--- config.mk ---
export PLATFORM = sky130hd
export DESIGN_NAME = ula_mdu
export DESIGN_NICKNAME = d
export VERILOG_FILES = /design/src/rtl/ula_mdu_pkg.sv /design/src/rtl/mdu_step.sv /design/src/rtl/ula_mdu.sv
export SDC_FILE = /design/constraint.sdc
export NUM_CORES = 1
export LEC_CHECK = 0
export CORE_ASPECT_RATIO = 2
export CORE_MARGIN = 4
export CORE_UTILIZATION = 40
export DETAILED_ROUTE_END_ITERATION = 10
export GPL_TIMING_DRIVEN = 0
export PLACE_DENSITY = 0.69
export SYNTH_ARGS = -nofsm -noshare
export SYNTH_HDL_FRONTEND = slang
export SYNTH_SLANG_ARGS = --single-unit
--- constraint.sdc ---
create_clock -name clk -period 7.84 [get_ports clk]
set_clock_uncertainty 0.1 [all_clocks]
set_input_delay 1.176 -clock clk [delete_from_list [all_inputs] [get_ports clk]]
set_output_delay 1.176 -clock clk [all_outputs]
set_load 0.01 [all_outputs]
--- src/rtl/ula_mdu_pkg.sv ---
// Shared definitions for the iterative multiply/divide unit: HI/LO op codes and FSM states.
package ula_mdu_pkg;

  localparam logic [2:0] MDU_MULT  = 3'd0;
  localparam logic [2:0] MDU_MULTU = 3'd1;
  localparam logic [2:0] MDU_DIV   = 3'd2;
  localparam logic [2:0] MDU_DIVU  = 3'd3;
  localparam logic [2:0] MDU_MTHI  = 3'd4;
  localparam logic [2:0] MDU_MTLO  = 3'd5;

  typedef enum logic [1:0] {
    IDLE = 2'd0,
    CALC = 2'd1,
    FIX  = 2'd2
  } mdu_state_e;

endpackage

--- src/rtl/mdu_step.sv ---
// Combinational datapath of the MDU: operand magnitude conversion and one radix-2
// iteration (LSB-first shift-add multiply or restoring shift-subtract divide).
module mdu_step #(
  parameter int WIDTH = 32
) (
  input  logic [WIDTH-1:0] in1_i,
  input  logic [WIDTH-1:0] in2_i,
  input  logic             signed_i,
  output logic [WIDTH-1:0] mag1_o,
  output logic [WIDTH-1:0] mag2_o,
  output logic             neg1_o,
  output logic             neg2_o,
  input  logic             div_i,
  input  logic [WIDTH:0]   acc_hi_i,
  input  logic [WIDTH-1:0] acc_lo_i,
  input  logic [WIDTH-1:0] opb_i,
  output logic [WIDTH:0]   acc_hi_o,
  output logic [WIDTH-1:0] acc_lo_o
);

  logic [WIDTH:0] add_sum;
  logic [WIDTH:0] add_sel;
  logic [WIDTH:0] sub_shifted;
  logic [WIDTH:0] sub_diff;

  always_comb begin
    neg1_o = signed_i & in1_i[WIDTH-1];
    neg2_o = signed_i & in2_i[WIDTH-1];
    mag1_o = neg1_o ? -in1_i : in1_i;
    mag2_o = neg2_o ? -in2_i : in2_i;
  end

  // Multiply: acc_lo holds the remaining multiplier bits, acc_hi the partial product.
  assign add_sum = acc_hi_i + {1'b0, opb_i};
  assign add_sel = acc_lo_i[0] ? add_sum : acc_hi_i;

  // Divide: acc_lo shifts the dividend out and the quotient in; acc_hi is the remainder.
  assign sub_shifted = {acc_hi_i[WIDTH-1:0], acc_lo_i[WIDTH-1]};
  assign sub_diff    = sub_shifted - {1'b0, opb_i};

  always_comb begin
    acc_hi_o = acc_hi_i;
    acc_lo_o = acc_lo_i;
    if (div_i) begin
      if (!sub_diff[WIDTH]) begin
        acc_hi_o = sub_diff;
        acc_lo_o = {acc_lo_i[WIDTH-2:0], 1'b1};
      end else begin
        acc_hi_o = sub_shifted;
        acc_lo_o = {acc_lo_i[WIDTH-2:0], 1'b0};
      end
    end else begin
      acc_hi_o = {1'b0, add_sel[WIDTH:1]};
      acc_lo_o = {add_sel[0], acc_lo_i[WIDTH-1:1]};
    end
  end

endmodule

--- src/rtl/ula_mdu.sv ---
// Multi-cycle MIPS-style multiply/divide unit with architectural HI/LO registers.
// Iterative ops take one accept cycle, WIDTH CALC cycles and one FIX cycle.
module ula_mdu
  import ula_mdu_pkg::*;
#(
  parameter int WIDTH = 32,
  parameter int CNT_W = 6
) (
  input  logic             clk,
  input  logic             rst_n,
  input  logic             start,
  input  logic [2:0]       OP,
  input  logic [WIDTH-1:0] In1,
  input  logic [WIDTH-1:0] In2,
  output logic             busy,
  output logic             done,
  output logic [WIDTH-1:0] HI,
  output logic [WIDTH-1:0] LO,
  output logic             Div_Zero_Flag
);

  mdu_state_e       state_q, state_d;
  logic [CNT_W-1:0] cnt_q, cnt_d;
  logic             div_q, div_d;
  logic             neg_q, neg_d;
  logic             rneg_q, rneg_d;
  logic             dz_q, dz_d;
  logic [WIDTH:0]   acc_hi_q, acc_hi_d;
  logic [WIDTH-1:0] acc_lo_q, acc_lo_d;
  logic [WIDTH-1:0] opb_q, opb_d;
  logic [WIDTH-1:0] in1_q, in1_d;
  logic [WIDTH-1:0] hi_q, hi_d;
  logic [WIDTH-1:0] lo_q, lo_d;
  logic             done_q, done_d;
  logic             flag_q, flag_d;

  logic             is_signed;
  logic [WIDTH-1:0] mag1, mag2;
  logic             neg1, neg2;
  logic [WIDTH:0]   step_hi;
  logic [WIDTH-1:0] step_lo;
  logic [2*WIDTH-1:0] prod, prod_fix;
  logic [WIDTH-1:0] quo_fix, rem_fix;

  assign is_signed = (OP == MDU_MULT) || (OP == MDU_DIV);

  mdu_step #(.WIDTH(WIDTH)) u_step (
    .in1_i    (In1),
    .in2_i    (In2),
    .signed_i (is_signed),
    .mag1_o   (mag1),
    .mag2_o   (mag2),
    .neg1_o   (neg1),
    .neg2_o   (neg2),
    .div_i    (div_q),
    .acc_hi_i (acc_hi_q),
    .acc_lo_i (acc_lo_q),
    .opb_i    (opb_q),
    .acc_hi_o (step_hi),
    .acc_lo_o (step_lo)
  );

  // Sign correction applied in FIX; remainder follows the dividend's sign.
  assign prod     = {acc_hi_q[WIDTH-1:0], acc_lo_q};
  assign prod_fix = neg_q ? -prod : prod;
  assign quo_fix  = neg_q ? -acc_lo_q : acc_lo_q;
  assign rem_fix  = rneg_q ? -acc_hi_q[WIDTH-1:0] : acc_hi_q[WIDTH-1:0];

  always_comb begin
    state_d  = state_q;
    cnt_d    = cnt_q;
    div_d    = div_q;
    neg_d    = neg_q;
    rneg_d   = rneg_q;
    dz_d     = dz_q;
    acc_hi_d = acc_hi_q;
    acc_lo_d = acc_lo_q;
    opb_d    = opb_q;
    in1_d    = in1_q;
    hi_d     = hi_q;
    lo_d     = lo_q;
    flag_d   = flag_q;
    done_d   = 1'b0;

    case (state_q)
      IDLE: begin
        if (start) begin
          case (OP)
            MDU_MULT, MDU_MULTU, MDU_DIV, MDU_DIVU: begin
              state_d  = CALC;
              cnt_d    = '0;
              div_d    = OP[1];
              neg_d    = neg1 ^ neg2;
              rneg_d   = neg1;
              dz_d     = (In2 == '0);
              in1_d    = In1;
              acc_hi_d = '0;
              // Divide shifts the dividend through acc_lo; multiply shifts the multiplier.
              acc_lo_d = OP[1] ? mag1 : mag2;
              opb_d    = OP[1] ? mag2 : mag1;
            end
            MDU_MTHI: begin
              hi_d   = In1;
              done_d = 1'b1;
              flag_d = 1'b0;
            end
            MDU_MTLO: begin
              lo_d   = In1;
              done_d = 1'b1;
              flag_d = 1'b0;
            end
            default: ;
          endcase
        end
      end
      CALC: begin
        acc_hi_d = step_hi;
        acc_lo_d = step_lo;
        cnt_d    = cnt_q + CNT_W'(1);
        if (cnt_q == CNT_W'(WIDTH - 1)) begin
          state_d = FIX;
        end
      end
      FIX: begin
        state_d = IDLE;
        done_d  = 1'b1;
        flag_d  = div_q & dz_q;
        if (!div_q) begin
          hi_d = prod_fix[2*WIDTH-1:WIDTH];
          lo_d = prod_fix[WIDTH-1:0];
        end else if (dz_q) begin
          hi_d = in1_q;
          lo_d = '1;
        end else begin
          hi_d = rem_fix;
          lo_d = quo_fix;
        end
      end
      default: state_d = IDLE;
    endcase
  end

  always_ff @(posedge clk or negedge rst_n) begin
    if (!rst_n) begin
      state_q  <= IDLE;
      cnt_q    <= '0;
      div_q    <= 1'b0;
      neg_q    <= 1'b0;
      rneg_q   <= 1'b0;
      dz_q     <= 1'b0;
      acc_hi_q <= '0;
      acc_lo_q <= '0;
      opb_q    <= '0;
      in1_q    <= '0;
      hi_q     <= '0;
      lo_q     <= '0;
      done_q   <= 1'b0;
      flag_q   <= 1'b0;
    end else begin
      state_q  <= state_d;
      cnt_q    <= cnt_d;
      div_q    <= div_d;
      neg_q    <= neg_d;
      rneg_q   <= rneg_d;
      dz_q     <= dz_d;
      acc_hi_q <= acc_hi_d;
      acc_lo_q <= acc_lo_d;
      opb_q    <= opb_d;
      in1_q    <= in1_d;
      hi_q     <= hi_d;
      lo_q     <= lo_d;
      done_q   <= done_d;
      flag_q   <= flag_d;
    end
  end

  assign busy          = (state_q != IDLE);
  assign done          = done_q;
  assign HI            = hi_q;
  assign LO            = lo_q;
  assign Div_Zero_Flag = flag_q;

endmodule

==> flow_summary.yaml <==
min_path:
  min_path_type: "reg2reg"
power:
  power_density_mw_per_mm2: 542
  clockPowerShare: 0.107
  switching_share: 0.540
  p_int_mw: 5.05
  ir_drop_mv: 0.221
  power_frac_comb: 0.692
  p_sw_mw: 5.92
  leakage_nw: 8.23
  power_mw: 11.0
  seqPwrFrac: 0.201
clocking:
  insertion_delay_ns: 0.56
  h-tree-depth: 1
  postCtsSetupRepairBufs: 0
  clock_sinks: 207
  ctsResizeCount: 0
  cts_root_buffer: "clkbuf_16"
  cts_max_path_buffers: 3
  cts_tree: "done"
  cts_buffers: 22
  clkSlewWorstSetupHoldPaths_ns: 0.07
  hold_buffers: 0
floorplan:
  core_sq_mm: 0.0434
  ios: 137
  initial_core_util: 0.404
  die_h_microns: 304
  rows: 108
  die_x_microns: 156
  dieArea_sq_mm: 0.0474
setup_path:
  cp-start-kind: "flop"
  endpoint_kind: "flop"
  crit_required_ns: 8.22
  path_max_fanout: 10
  ff2ff_setup_slack_ns: 1.68
  worstSetupPathType: "reg2reg"
  cp.arrival_ns: 6.53
routing:
  drcViolationCount: 0
  ant_nets: 0
  wl_per_cell_microns: 30.4
  routed_wl_microns: 92200
  first_pass_iters: 6
  drtIter0Drc: 1660
  routed_via_density: 6.27
  vias: 19013
synth:
  synth_cell_types: 74
  synthTopCellsByCount: "362 x nand2_1, 231 x o21ai_0, 222 x a21oi_1"
  synth_top_area_share: 0.296
  synth_top_cell_by_area: "dfrtp_1"
  ys_ff_latch: 207
  synth.area.top_cells: "dfrtp_1 30%, nand2_1 7.8%, o21ai_0 6.6%"
  syn-cell-area_sq_mm: 0.0175
  yosysWarningCount: 0
  yosysMostFrequentCell: "nand2_1"
  async_flop_share: 1.00
  synth_edf_count: 0
  synth_sequential_area_ratio: 0.296
  synthCells: 2315
  synth_nets: 2457
  ys.flop_type: "dfrtp_1"
  synth.avg_cell_area_sq_um: 7.57
placement:
  dp.cells: 2987
  place.gp.congestion: 1.04
  io_buffers: 121
  dp_hpwl_microns: 74500
  dpl-instance-area_sq_mm: 0.0195
finish:
  final_util: 0.467
  finish.instance_area_sq_mm: 0.0202
  syn_to_final_growth_pct: 15.5
  finalNonFillerCells: 3030
  layout-drive-gt1-share: 0.0335
  nets: 2603
status:
  status: "finished clean"
timing:
  finalHoldViolations: 0
  rsz0062_at_grt: "no"
  min_period_over_period: 0.785
  period_minus_slack_ns: 6.16
  worst_slew_pin_slew_ns: 1.30
  finalSetupViolCount: 0
  drv_slew: 0
  fmaxAchievable_mhz: 162
  slew_headroom: 0.126
global_routing:
  grt_overflow: 0
  antenna_found_initial: 2
  gr-usage-all-layers: 0.381
  grt_max_degree: 106
  grt_pass1_wl_microns: 133000
  grt_pass1_vias: 19347
run:
  drv_cap: 0
power groups by stage:
stage,registers [mW],clock network (mW),logic (mW)
2_1_floorplan,2.02,0,4.75
5_1_grt,2.25,1.22,8.15
6_report,2.21,1.17,7.59
3_5_place_dp,2.20,0,7.36
4_1_cts,2.18,1.18,7.42
3_3_place_gp,2.19,0,7.31
layout by cell type, fill, tap and decap left out, types with 12 or more instances in the layout:
cell type and n:
o41ai_1 13, a21o_1 35, o22ai_1 32, or3_1 18, a211oi_1 34, or4_1 17
nor2_1 177, a31oi_1 21, nor4_1 19, mux2i_1 64, and2_1 13, ha_1 70
o21a_1 12, nor3_1 31, nor2b_1 25, o211ai_1 16, dfrtp_1 207, a21oi_1 222
or2_2 12, o21ai_0 231, buf_1 22, clkbuf_1 142, xor2_1 96, xnor2_1 104
nand2_1 362, nand3_1 38, clkdlybuf4s50_1 120, o31ai_1 20, clkbuf_16 23, nand2b_1 26
inv_1 67
critical path: stages (launching register included):
cell       delay [ns]
dfrtp_1          0.62
inv_1            0.12
ha_1             0.26
fa_1             0.41
nand2b_1         0.26
a21oi_1          0.31
o21ai_0          0.45
o2111ai_1        0.46
a31oi_1          0.19
o21bai_1         0.31
a21oi_1          0.11
o21bai_1         0.21
ha_1             0.20
clkbuf_1         0.78
nand2_1          0.45
nor3b_1          0.58
a2bb2oi_1        0.26
final cells by class:
type                            instances  area [sq um]
Antenna cell                            4          10.0
Buffer                                173           682
Clock buffer                           31           656
Clock inverter                          8           125
Fill cell                            4393         23100
Inverter                               69           259
Multi-Input combinational cell       1866         11400
Sequential cell                       207          5180
Tap cell                              550           688
Timing Repair Buffer                  122          1240
stage by stage:
step                      TNS, ns  hold WS (ns)  setup WS (ns)
final                           0         0.369           1.68
after CTS                       0         0.366           1.80
after global routing            0         0.396           1.70
after global placement    -736.44         0.360          -3.60
after detailed placement        0         0.365           1.83
after floorplan                 0         0.341           4.18
sequential cells by signal (all words and copies together) (netlist names):
signal	flops
Div_Zero_Flag	1
in1_q	32
done	1
neg_q	1
HI	32
LO	32
acc_lo_q	32
rneg_q	1
acc_hi_q	33
div_q	1
dz_q	1
opb_q	32
cnt_q	6
state_q	2
path summary, 6_finish.rpt:
kind                                            endpoint                      from  depth (start not counted)
worst max register to register  acc_hi_q[29]$_DFFE_PN0P_  acc_lo_q[31]$_DFFE_PN0P_                         16
worst max-delay path            acc_hi_q[29]$_DFFE_PN0P_  acc_lo_q[31]$_DFFE_PN0P_                         16
min in group asynchronous       acc_hi_q[30]$_DFFE_PN0P_                     rst_n                          1
worst min-delay path              state_q[1]$_DFFE_PN0P_      cnt_q[5]$_DFFE_PN0P_                          1
worst min register to register    state_q[1]$_DFFE_PN0P_      cnt_q[5]$_DFFE_PN0P_                          1
max in group asynchronous           cnt_q[4]$_DFFE_PN0P_                     rst_n                          2
metal layers:
layer | vias to the layer above | GRT usage | wire (microns)
li1 | 8495 | - | -
met1 | 9043 | 0.376 | 29500
met4 | 0 | 0.352 | 11200
met2 | 1056 | 0.665 | 45900
met3 | 419 | 0.0576 | 5550
met5 | - | 0 | 0
kinds of logic (layout without fill, tap and decap cells):
logic type | Yosys count | after routing | share of synthesized area
simple gates | 779 | 779 | 0.201
compound gates | 742 | 742 | 0.256
buf+inv | 242 | 403 | 0.0537
flops | 207 | 207 | 0.296
xor+xnor | 200 | 200 | 0.100
mux | 73 | 73 | 0.0423
fa+ha+maj | 72 | 72 | 0.0523
other cells | 0 | 4 | 0
Power figures use the tool's default switching activity.
